<file path="src/rtl/fifo_stream_reader_pkg.sv">
// Shared types and helpers for the FIFO stream reader.
//   occ_state_t : occupancy states of the 2-entry output buffer
//   BUF_DEPTH   : number of words the output buffer can hold
//   sat_inc     : saturating increment for a counter of width w (w <= 64)
package fifo_stream_reader_pkg;

    typedef enum logic [1:0] {
        EMPTY = 2'd0,
        ONE   = 2'd1,
        TWO   = 2'd2
    } occ_state_t;

    localparam int unsigned BUF_DEPTH = 2;

    // Increment v, holding at the all-ones value of a w-bit counter.
    function automatic logic [63:0] sat_inc(input logic [63:0] v, input int unsigned w);
        logic [63:0] max_v;
        max_v = (w >= 64) ? '1 : ((64'd1 << w) - 64'd1);
        return (v >= max_v) ? v : v + 64'd1;
    endfunction

endpackage

</file>
<file path="src/rtl/fifo_stream_reader_buf.sv">
// Two-entry FIFO-ordered register buffer with occupancy FSM.
// Ports:
//   clk, rst   : clock, asynchronous active-high reset
//   push       : write push_data into the buffer this cycle
//   push_data  : word to store
//   pop        : consumer took the head word this cycle
//   valid      : buffer holds at least one word
//   head_data  : oldest word (registered)
//   occ        : current occupancy, 0..2
module fifo_stream_reader_buf
    import fifo_stream_reader_pkg::*;
#(
    parameter int unsigned DATA_W = 8
) (
    input  logic              clk,
    input  logic              rst,
    input  logic              push,
    input  logic [DATA_W-1:0] push_data,
    input  logic              pop,
    output logic              valid,
    output logic [DATA_W-1:0] head_data,
    output logic [1:0]        occ
);

    occ_state_t        state_q, state_d;
    logic [DATA_W-1:0] head_q, head_d;
    logic [DATA_W-1:0] tail_q, tail_d;

    // State and storage registers.
    always_ff @(posedge clk or posedge rst) begin
        if (rst) begin
            state_q <= EMPTY;
            head_q  <= '0;
            tail_q  <= '0;
        end else begin
            state_q <= state_d;
            head_q  <= head_d;
            tail_q  <= tail_d;
        end
    end

    // Next state and storage updates; the head always holds the oldest word.
    always_comb begin
        state_d = state_q;
        head_d  = head_q;
        tail_d  = tail_q;
        case (state_q)
            EMPTY: begin
                if (push) begin
                    head_d  = push_data;
                    state_d = ONE;
                end
            end
            ONE: begin
                if (push && pop) begin
                    head_d = push_data;
                end else if (push) begin
                    tail_d  = push_data;
                    state_d = TWO;
                end else if (pop) begin
                    state_d = EMPTY;
                end
            end
            TWO: begin
                if (pop) begin
                    head_d  = tail_q;
                    state_d = ONE;
                end
            end
            default: state_d = EMPTY;
        endcase
    end

    assign valid     = (state_q != EMPTY);
    assign head_data = head_q;

    always_comb begin
        occ = 2'd0;
        case (state_q)
            ONE:     occ = 2'd1;
            TWO:     occ = 2'd2;
            default: occ = 2'd0;
        endcase
    end

`ifndef SYNTHESIS
    // The read credit logic upstream must never push into a full buffer.
    always @(posedge clk) begin
        if (!rst) begin
            assert (!(state_q == TWO && push && !pop))
            else $error("fifo_stream_reader_buf: push into full buffer");
        end
    end
`endif

endmodule

</file>
<file path="src/rtl/fifo_stream_reader.sv">
// Read-side consumer for the synchronous FIFO: issues fifo_r_en under a
// credit limit and turns the 1-cycle-latency read data into a valid/ready
// stream through a 2-entry prefetch buffer.
// Optional statistics counters: define FIFO_STREAM_READER_STATS_EN.
// Ports:
//   clk, rst        : clock, asynchronous active-high reset
//   en              : permit new FIFO reads (buffered words still drain)
//   fifo_empty      : FIFO empty flag
//   fifo_data_out   : FIFO read data, valid the cycle after fifo_r_en
//   fifo_r_en       : FIFO read enable (combinational)
//   m_valid/m_ready : output stream handshake
//   m_data          : output word (registered)
//   rd_count        : words delivered (stats build only, else 0)
//   stall_count     : cycles with m_valid & !m_ready (stats build only, else 0)
module fifo_stream_reader
    import fifo_stream_reader_pkg::*;
#(
    parameter int unsigned DATA_W = 8,
    parameter int unsigned CNT_W  = 16
) (
    input  logic              clk,
    input  logic              rst,
    input  logic              en,
    input  logic              fifo_empty,
    input  logic [DATA_W-1:0] fifo_data_out,
    output logic              fifo_r_en,
    output logic              m_valid,
    input  logic              m_ready,
    output logic [DATA_W-1:0] m_data,
    output logic [CNT_W-1:0]  rd_count,
    output logic [CNT_W-1:0]  stall_count
);

    logic       inflight_q;
    logic       pop_c;
    logic [1:0] occ;
    logic [1:0] credit_used_c;

    assign pop_c = m_valid & m_ready;

    // Words already committed to the buffer once this cycle's pop retires;
    // a new read is only issued while that leaves a free slot.
    assign credit_used_c = occ + 2'(inflight_q) - 2'(pop_c);
    assign fifo_r_en     = ~rst & en & ~fifo_empty & (credit_used_c < 2'(BUF_DEPTH));

    // Read data arrives one cycle after the enable.
    always_ff @(posedge clk or posedge rst) begin
        if (rst) begin
            inflight_q <= 1'b0;
        end else begin
            inflight_q <= fifo_r_en;
        end
    end

    fifo_stream_reader_buf #(
        .DATA_W (DATA_W)
    ) u_out_buf (
        .clk       (clk),
        .rst       (rst),
        .push      (inflight_q),
        .push_data (fifo_data_out),
        .pop       (pop_c),
        .valid     (m_valid),
        .head_data (m_data),
        .occ       (occ)
    );

`ifdef FIFO_STREAM_READER_STATS_EN
    logic [CNT_W-1:0] rd_count_q;
    logic [CNT_W-1:0] stall_count_q;

    // Delivered-word and backpressure-cycle counters, saturating.
    always_ff @(posedge clk or posedge rst) begin
        if (rst) begin
            rd_count_q    <= '0;
            stall_count_q <= '0;
        end else begin
            if (pop_c) begin
                rd_count_q <= CNT_W'(sat_inc(64'(rd_count_q), CNT_W));
            end
            if (m_valid && !m_ready) begin
                stall_count_q <= CNT_W'(sat_inc(64'(stall_count_q), CNT_W));
            end
        end
    end

    assign rd_count    = rd_count_q;
    assign stall_count = stall_count_q;
`else
    assign rd_count    = '0;
    assign stall_count = '0;
`endif

endmodule

</file>
<file path="config.mk">
export PLATFORM = sky130hd
export DESIGN_NAME = fifo_stream_reader
export DESIGN_NICKNAME = d
export VERILOG_FILES = /design/src/rtl/fifo_stream_reader_pkg.sv /design/src/rtl/fifo_stream_reader_buf.sv /design/src/rtl/fifo_stream_reader.sv
export SDC_FILE = /design/constraint.sdc
export NUM_CORES = 1
export LEC_CHECK = 0
export CAP_MARGIN = 20
export CORE_UTILIZATION = 40
export DETAILED_ROUTE_END_ITERATION = 6
export PLACE_DENSITY_LB_ADDON = 0.15
export SLEW_MARGIN = 20
export SYNTH_ARGS = -nofsm -noshare
export SYNTH_HDL_FRONTEND = slang
export SYNTH_SLANG_ARGS = --single-unit
</file>
<file path="constraint.sdc">
create_clock -name clk -period 1.6 [get_ports clk]
set_input_delay 0.16 -clock clk [delete_from_list [all_inputs] [get_ports clk]]
set_output_delay 0.16 -clock clk [all_outputs]
set_load 0.005 [all_outputs]
</file>
==> results.ini <==
[timing]
finalHoldViolCount = 0
setup_violations = 0
period_needed_ns = 1.54
slew_violations = 0
min_period_over_period_pct = 96.3
setup_tns_ns = 0
finalClockSkew_ns = 0.00544
timing.fmax_mhz = 649
hold_slack_ns = 0.207
rsz0062_at_grt = yes

[setup_path]
path_cells = a22o_2, a211oi_2, buf_2
endpoint_kind = output pin
critical_path_class = reg2out
worstPathArrival_ns = 1.38
worst_path_max_delay_cell = dfrtp_2
worst-path-buf-inv = 1
endpoint = fifo_r_en
worstPathMaxFanout = 5
rrSetupSlack_ns = 0.07
crit_path_max_incr_delay_ns = 0.47
reg2reg_depth = 5
cp_top_family = compound AO/OA/AOI/OAI gates
r2r_end = u_out_buf.head_data[2]
cp-start-kind = register
timing.rr.start = u_out_buf.state_q[0]
required_ns = 1.44
worstSetupPathDepth = 3
worstSetupStartpoint = u_out_buf.state_q[1]

[pwr]
p_sw_mw = 0.345
p_seq_share_pct = 49.1
p_sw_share_pct = 25.1
leakage_nw = 0.721
power_frac_clock_pct = 17.3
combPwrFrac_pct = 33.6
intPower_mw = 1.03
ir_drop_mv = 0.575
power_density_nw_per_um2 = 935

[clock_network]
cts_made_buffers = 3
clkLatencyLatePin_ns = 0.29
cts-root-buf = clkbuf_4
numClockSinks = 19
htreeDepth = 1
clk_pin_slew_ns = 0.10
cts_tree = yes
clock_path_buffers = 2
postCtsHoldBufs = 0

[placement]
io_buffers = 22
place_hpwl_um = 1320
globalplace.congestion = 0.638

[synth]
synth-seq-area-share_pct = 39.0
syn_avg_cell_area_um2 = 12.4
synthTopCellsByArea = dfrtp_1 (39%), buf_4 (21%), mux2_4 (20%)
synth_area_um2 = 1220
synth-edff-count = 0
ys_top_cells_by_count = buf_4 (34), dfrtp_1 (19), mux2_4 (16), mux2_2 (8), nor2_1 (3)
synth_ff_type = dfrtp_1
synth.distinct_cells = 20
yosysMostFrequentCell = buf_4
yosys.area.top_type = dfrtp_1
yosys_warnings = 0
synth_top_area_share_pct = 39.0
syn-instance-count = 98
ys_ff_latch = 19
synthArstFlopShare_pct = 100

[die]
rows = 19
core_area_um2 = 2830
die_area_um2 = 3270
die_w_um = 57.2
boundaryPins = 55
die_height_um = 57.2
start_util_pct = 43.1

[cells_and_area]
nNetsFinal = 147
drive_above_1_share_pct = 37.6
n_antenna_cell = 0
area_growth_pct = 20.7
fillers = 252

[global_routing]
antenna_found_initial = 0
grt_max_degree = 20
grt_pass1_vias = 685
grtUsageTotal_pct = 12.2
grt_overflow = 0
grt_pass1_wl_um = 3030

[detailed_routing]
via_per_inst = 4.42
drt_pass1_iterations = 7
drt_iter0_markers = 15
ant_nets = 0
post_drt_wl_per_cell_um = 10.9
drcViolationCount = 8
drt-total-wl_um = 1790
vias = 725

[status]
outcome = complete, but fails checks
violations = design-rule violations

[worst_hold_path]
hp-class = in2async

[run]
cap_violations = 0

==> cell usage in the layout (no fill, tap or decap), types with 2 or more instances in the layout <==
master,n
buf_6,2
buf_4,11
clkbuf_4,3
dfrtp_1,18
mux2_4,16
mux2_2,8
clkdlybuf4s50_1,20
nor2_1,3
nor2b_2,2
conb_1,32
a21oi_1,2
==> power by group through the flow <==
stage                     sequential [mW]  clock [mW]  combinational [mW]
after global placement              0.683           0               0.449
after floorplan                     0.683           0               0.291
after global routing                0.691       0.281               0.506
after CTS                           0.677       0.259               0.462
final                               0.675       0.237               0.463
after detailed placement            0.688           0               0.455
==> cells by family after synthesis <==
group | Yosys count | synth area share [%]
AOI/OAI and AO/OA | 6 | 5.03
and+or+nand+nor | 11 | 5.54
other | 1 | 0.308
buffers and inverters | 36 | 22.2
DFF | 19 | 39.0
muxes | 25 | 27.9
==> cell type report <==
type | count | area [um2] | area share (%)
Sequential cell | 19 | 477 | 32.4
Clock buffer | 4 | 26.3 | 1.79
Timing Repair Buffer | 35 | 320 | 21.8
Multi-Input combinational cell | 74 | 606 | 41.2
Tap cell | 31 | 38.8 | 2.64
Inverter | 1 | 3.75 | 0.255
==> worst min path at each step <==
stage                            from                endpoint  slack (ns)
2_1_floorplan                     rst              inflight_q        0.11
3_3_place_gp      u_out_buf.tail_q[7]     u_out_buf.tail_q[7]        0.49
3_5_place_dp   u_out_buf.head_data[2]  u_out_buf.head_data[2]        0.50
4_1_cts                           rst    u_out_buf.state_q[0]        0.21
5_1_grt                           rst    u_out_buf.state_q[0]        0.22
6_report                          rst    u_out_buf.state_q[0]        0.21
==> worst min-delay path: cells and delay by family <==
family                 cells  cell delay [ns]
buffers and inverters      3             0.73
==> timing repair <==
item,4_1_cts,5_1_grt
setup endpoints to repair,2,10
setup buffers,1,1
endpoints found under the hold margin,0,0
pin swaps,1,2
gates resized for setup,8,5
==> per-stage QoR <==
stage	utilization [%]	area (um2)	std cells	total power [mW]	setup WS [ns]
finish	52.0	1470	164	1.38	0.0590
global route	52.0	1470	164	1.48	-0.00683
CTS	51.2	1450	163	1.40	0.0110
detailed placement	49.8	1410	158	1.14	-0.406
global placement	49.8	1410	158	1.13	-0.376
floorplan	-	1340	129	0.974	0.188
==> flip-flops by register name (all words and copies together), names as in the netlist <==
signal	flops
u_out_buf.tail_q	8
u_out_buf.state_q	2
u_out_buf.head_data	8
inflight_q	1
==> routing by layer <==
metal | GRT usage [%] | vias up | part of all wire (%)
li1 | - | 333 | -
met1 | 15.0 | 352 | 45
met2 | 20.5 | 40 | 48
met3 | 4.31 | 0 | 6.7
met4 | 3.14 | 0 | 0
met5 | 0 | - | 0
Note: power is estimated with default switching activity, not from simulation.
==> patch 1, RTL diff (same flow settings) <==
Build with the macro `FIFO_STREAM_READER_STATS_EN` defined.
--- a/src/rtl/fifo_stream_reader.sv
+++ b/src/rtl/fifo_stream_reader.sv
@@ -13,4 +13,6 @@
 //   rd_count        : words delivered (stats build only, else 0)
 //   stall_count     : cycles with m_valid & !m_ready (stats build only, else 0)
+`define FIFO_STREAM_READER_STATS_EN
+
 module fifo_stream_reader
     import fifo_stream_reader_pkg::*;
Function: changed (Yosys sat finds a counterexample within 4 cycles, from zero or initial values and one cycle with rst high).
==> patch 1 against the original RTL <==
The flow finishes with violations (negative setup slack); total power grew to 2.9 times the old value; wire length grew to 3.3 times the old value; cell area grew to 2.7 times the old value; sequential cell count grew 32; utilization grew 15 points; worst hold slack gained 0.15 ns; setup slack lost 0.10 ns; area after synthesis grew 110%; critical path type is now flop to flop; critical endpoint is now rd_count[13]$_DFFE_PP0P_; largest cell class unchanged; highest routed layer is now met4.
==> patch 1: results (changes against the original RTL) <==
## Status
* **failing checks** negative setup slack
* **status** complete, but fails checks

## Placed design
* **post-place instance area** 3581 um^2, +150%
* **minimum setup slack after placement** -0.3543 ns, +0.05218 ns
* **hpwl dp** 4.023 mm, +210%
* **gpl congestion** 0.8082, +27%
* **number of cells in the design after placement** 401, +150%

## Drt
* **routed len/inst** 14.19 um, +30%
* **drt initial violations** 66, +51
* **Routed met2 length** 3.026 mm, +250%

## Global route
* **GRT Util Overall** 0.1827, +0.06050
* **met1 usage in global routing** 0.2404, +0.09033
* **met3 usage** 0.02697, -0.01612

## CTS
* **buffer count from post-CTS setup fixing** 7, +6
* **CTS-repair resized insts** 21, +13
* **maximum level of the CTS H-tree** 2, +1
* **Root Buffer** sky130_fd_sc_hd__clkbuf_8

## Synth
* **synthesized-area fraction occupied by ao, oa, aoi and oai cells** 0.07520, +0.02489
* **proportion of synthesized area in mux cells** 0.09562, -0.1836
* **number of library cell types mapped by synthesis** 48, +140%

## Pwr
* **worst voltage drop across the vdd grid** 0.0006938 V, +21%
* **Psw** 1.124 mW, +230%
* **combinational share of power** 0.318, -0.018

## STA
* **Final Setup Violations** 4, +4
* **final worst setup slack** -0.04337 ns, -0.1024 ns
* **Post-Route Setup TNS** -0.08111 ns, -0.08111 ns

## Setup path
* **Worst path top cell family by delay** simple AND/OR/NAND/NOR gates
* **Setup Crit Path Kind** flop to flop
* **endpoint arrival time on the critical path** 1.87 ns, +0.49 ns

## Layout
* **number of fillers in the final layout** 454, +80%

-- patch 1: worst paths after layout --
check,depth (start not counted),to,slack [ns]
hold / removal,4,stall_count[6]$_DFFE_PP0P_,0.36
hold reg to reg,1,rd_count[15]$_DFFE_PP0P_,0.52
min in group clk,2,inflight_q$_DFF_PP0_,0.43
max in group asynchronous,4,rd_count[3]$_DFFE_PP0P_,1.00
setup reg to reg,5,rd_count[13]$_DFFE_PP0P_,-0.04
setup / recovery,5,rd_count[13]$_DFFE_PP0P_,-0.04
-- patch 1: final cells by class --
| type | instances | area (um^2) | area share |
|---|---|---|---|
| Multi-Input combinational cell | 161 | 1451 | 0.3635 |
| Clock inverter | 2 | 35.03 | 0.008775 |
| Clock buffer | 6 | 82.58 | 0.02068 |
| Timing Repair Buffer | 115 | 1025 | 0.2567 |
| Sequential cell | 51 | 1286 | 0.3222 |
| Tap cell | 75 | 93.84 | 0.02350 |
| Inverter | 5 | 18.77 | 0.004701 |
==> patch 2, RTL diff (config.mk and constraints unchanged) <==
Made on the original files. Re-encode `occ_state_t` (3 states) as one-hot, 3 bits wide.
--- a/src/rtl/fifo_stream_reader_pkg.sv
+++ b/src/rtl/fifo_stream_reader_pkg.sv
@@ -5,8 +5,8 @@
 package fifo_stream_reader_pkg;
 
-    typedef enum logic [1:0] {
-        EMPTY = 2'd0,
-        ONE   = 2'd1,
-        TWO   = 2'd2
+    typedef enum logic [2:0] {
+        EMPTY = 3'b001,
+        ONE   = 3'b010,
+        TWO   = 3'b100
     } occ_state_t;
 
Function: same outputs for any inputs over 10 cycles, from zero or initial values and one cycle with rst high; not proved beyond that.
==> patch 2 against the original RTL <==
Setup slack got worse by 0.54 ns; wire length up 20%; synthesized cell count increased by 9.2%; the flow finishes with violations (design-rule violations, negative setup slack); critical path depth up 4; cell area grew 10%; critical endpoint unchanged; sequential cell count up 1; sequential power shrank 9.3%; total power fell by 14%; largest power group unchanged; area after synthesis rose by 3.2%; combinational power fell by 27%.
==> patch 2: results (changes against the original RTL) <==
## Status
* **status** complete, but fails checks
* **failing checks** design-rule violations, negative setup slack

## STA
* **Final Setup Violations** 10, +10
* **Post-Route Setup TNS** -2.075 ns, -2.075 ns
* **final worst setup slack** -0.4854 ns, -0.5444 ns
* **worst hold slack** 0.1503 ns, -0.05711 ns
* **final setup skew** 0.003118 ns, -0.002320 ns

## Layout
* **number of fillers in the final layout** 270, +7.1%
* **Finished Layout Cells** 187, +14%
* **number of nets in the finished design** 160, +8.8%

## Placed design
* **post-place instance area** 1509 um^2, +7.0%
* **number of cells in the design after placement** 179, +13%
* **hpwl dp** 1.549 mm, +17%
* **gpl congestion** 0.6985, +9.5%
* **minimum setup slack after placement** -0.5395 ns, -0.1330 ns

## Drt
* **Vias** 809, +12%
* **number of remaining DRC errors** 2, -6

## Global route
* **via count of the first global-routing pass** 801, +17%
* **GRT Util Overall** 0.1325, +0.01037

## CTS
* **buffer count from post-CTS setup fixing** 4, +3
* **CTS-repair resized insts** 15, +7

## Setup path
* **endpoint arrival time on the critical path** 1.93 ns, +0.55 ns
* **critical-path maximum fanout** 3, -2
* **Worst Reg-to-Reg Cells** 6, +1
* **CP max stage delay** 0.56 ns, +0.09 ns
* **cell with the largest stage delay on the worst path** sky130_fd_sc_hd__dfstp_2
* **Critical R2R Capture** u_out_buf.head_data[7]$_DFFE_PP0P_

## Synth
* **synthesized area per cell** 11.75 um^2, -5.5%
* **number of library cell types mapped by synthesis** 27, +35%
* **register area share after synthesis** 0.3990, +0.008861

## Pwr
* **worst voltage drop across the vdd grid** 0.0005003 V, -13%

[patch 2: cell count changes in the layout (fill, tap and decap cells not counted), sizes merged, moves of 2 or more]
cell	delta
inv	+2
nand4bb	+3
nor2	-2
buf	+4
nand2b	+2
[patch 2: final cells by class]
| cell class | count | area [um^2] | share of cell area |
|---|---|---|---|
| inverter | 3 | 11.26 | 0.006950 |
| multi-input combinational | 80 | 649.4 | 0.4008 |
| sequential | 20 | 501.7 | 0.3097 |
| clock buffer | 4 | 26.28 | 0.01622 |
| timing repair buffer | 38 | 379.1 | 0.2340 |
| tap | 42 | 52.55 | 0.03243 |
[patch 2: logic make-up (layout without fill, tap and decap cells)]
| kind of cell | after synthesis | after routing | share of synthesized area |
|---|---|---|---|
| multiplexers | 24 | 24 | 0.2149 |
| other | 1 | 32 | 0.002982 |
| AND/OR/NAND/NOR | 15 | 15 | 0.09852 |
| AO/OA/AOI/OAI | 6 | 6 | 0.03582 |
| adder cells (fa/ha/maj) | 1 | 1 | 0.009949 |
| flip-flops | 20 | 20 | 0.3990 |
| XOR/XNOR | 2 | 2 | 0.02488 |
| buffers and inverters | 38 | 45 | 0.2139 |
[patch 2: worst max-delay path, delay by kind of cell, from the launching register on]
family	cells	cell delay (ns)
xor+xnor	1	0.21
fa+ha+maj	1	0.23
buf+inv	1	0.11
flops	1	0.56
simple gates	4	0.52
[patch 2: routing by layer]
metal	GRT usage	up-vias	wire length [um]
li1	-	378	-
met5	0	-	0
met1	0.1572	397	900
met3	0.02009	2	103
met4	0.04082	0	17
met2	0.2447	32	1127
[patch 2: report_power, final]
part	switching, mW	internal, mW
registers	0.0355	0.577
logic	0.111	0.225
clock network	0.139	0.0969
total	0.285	0.899
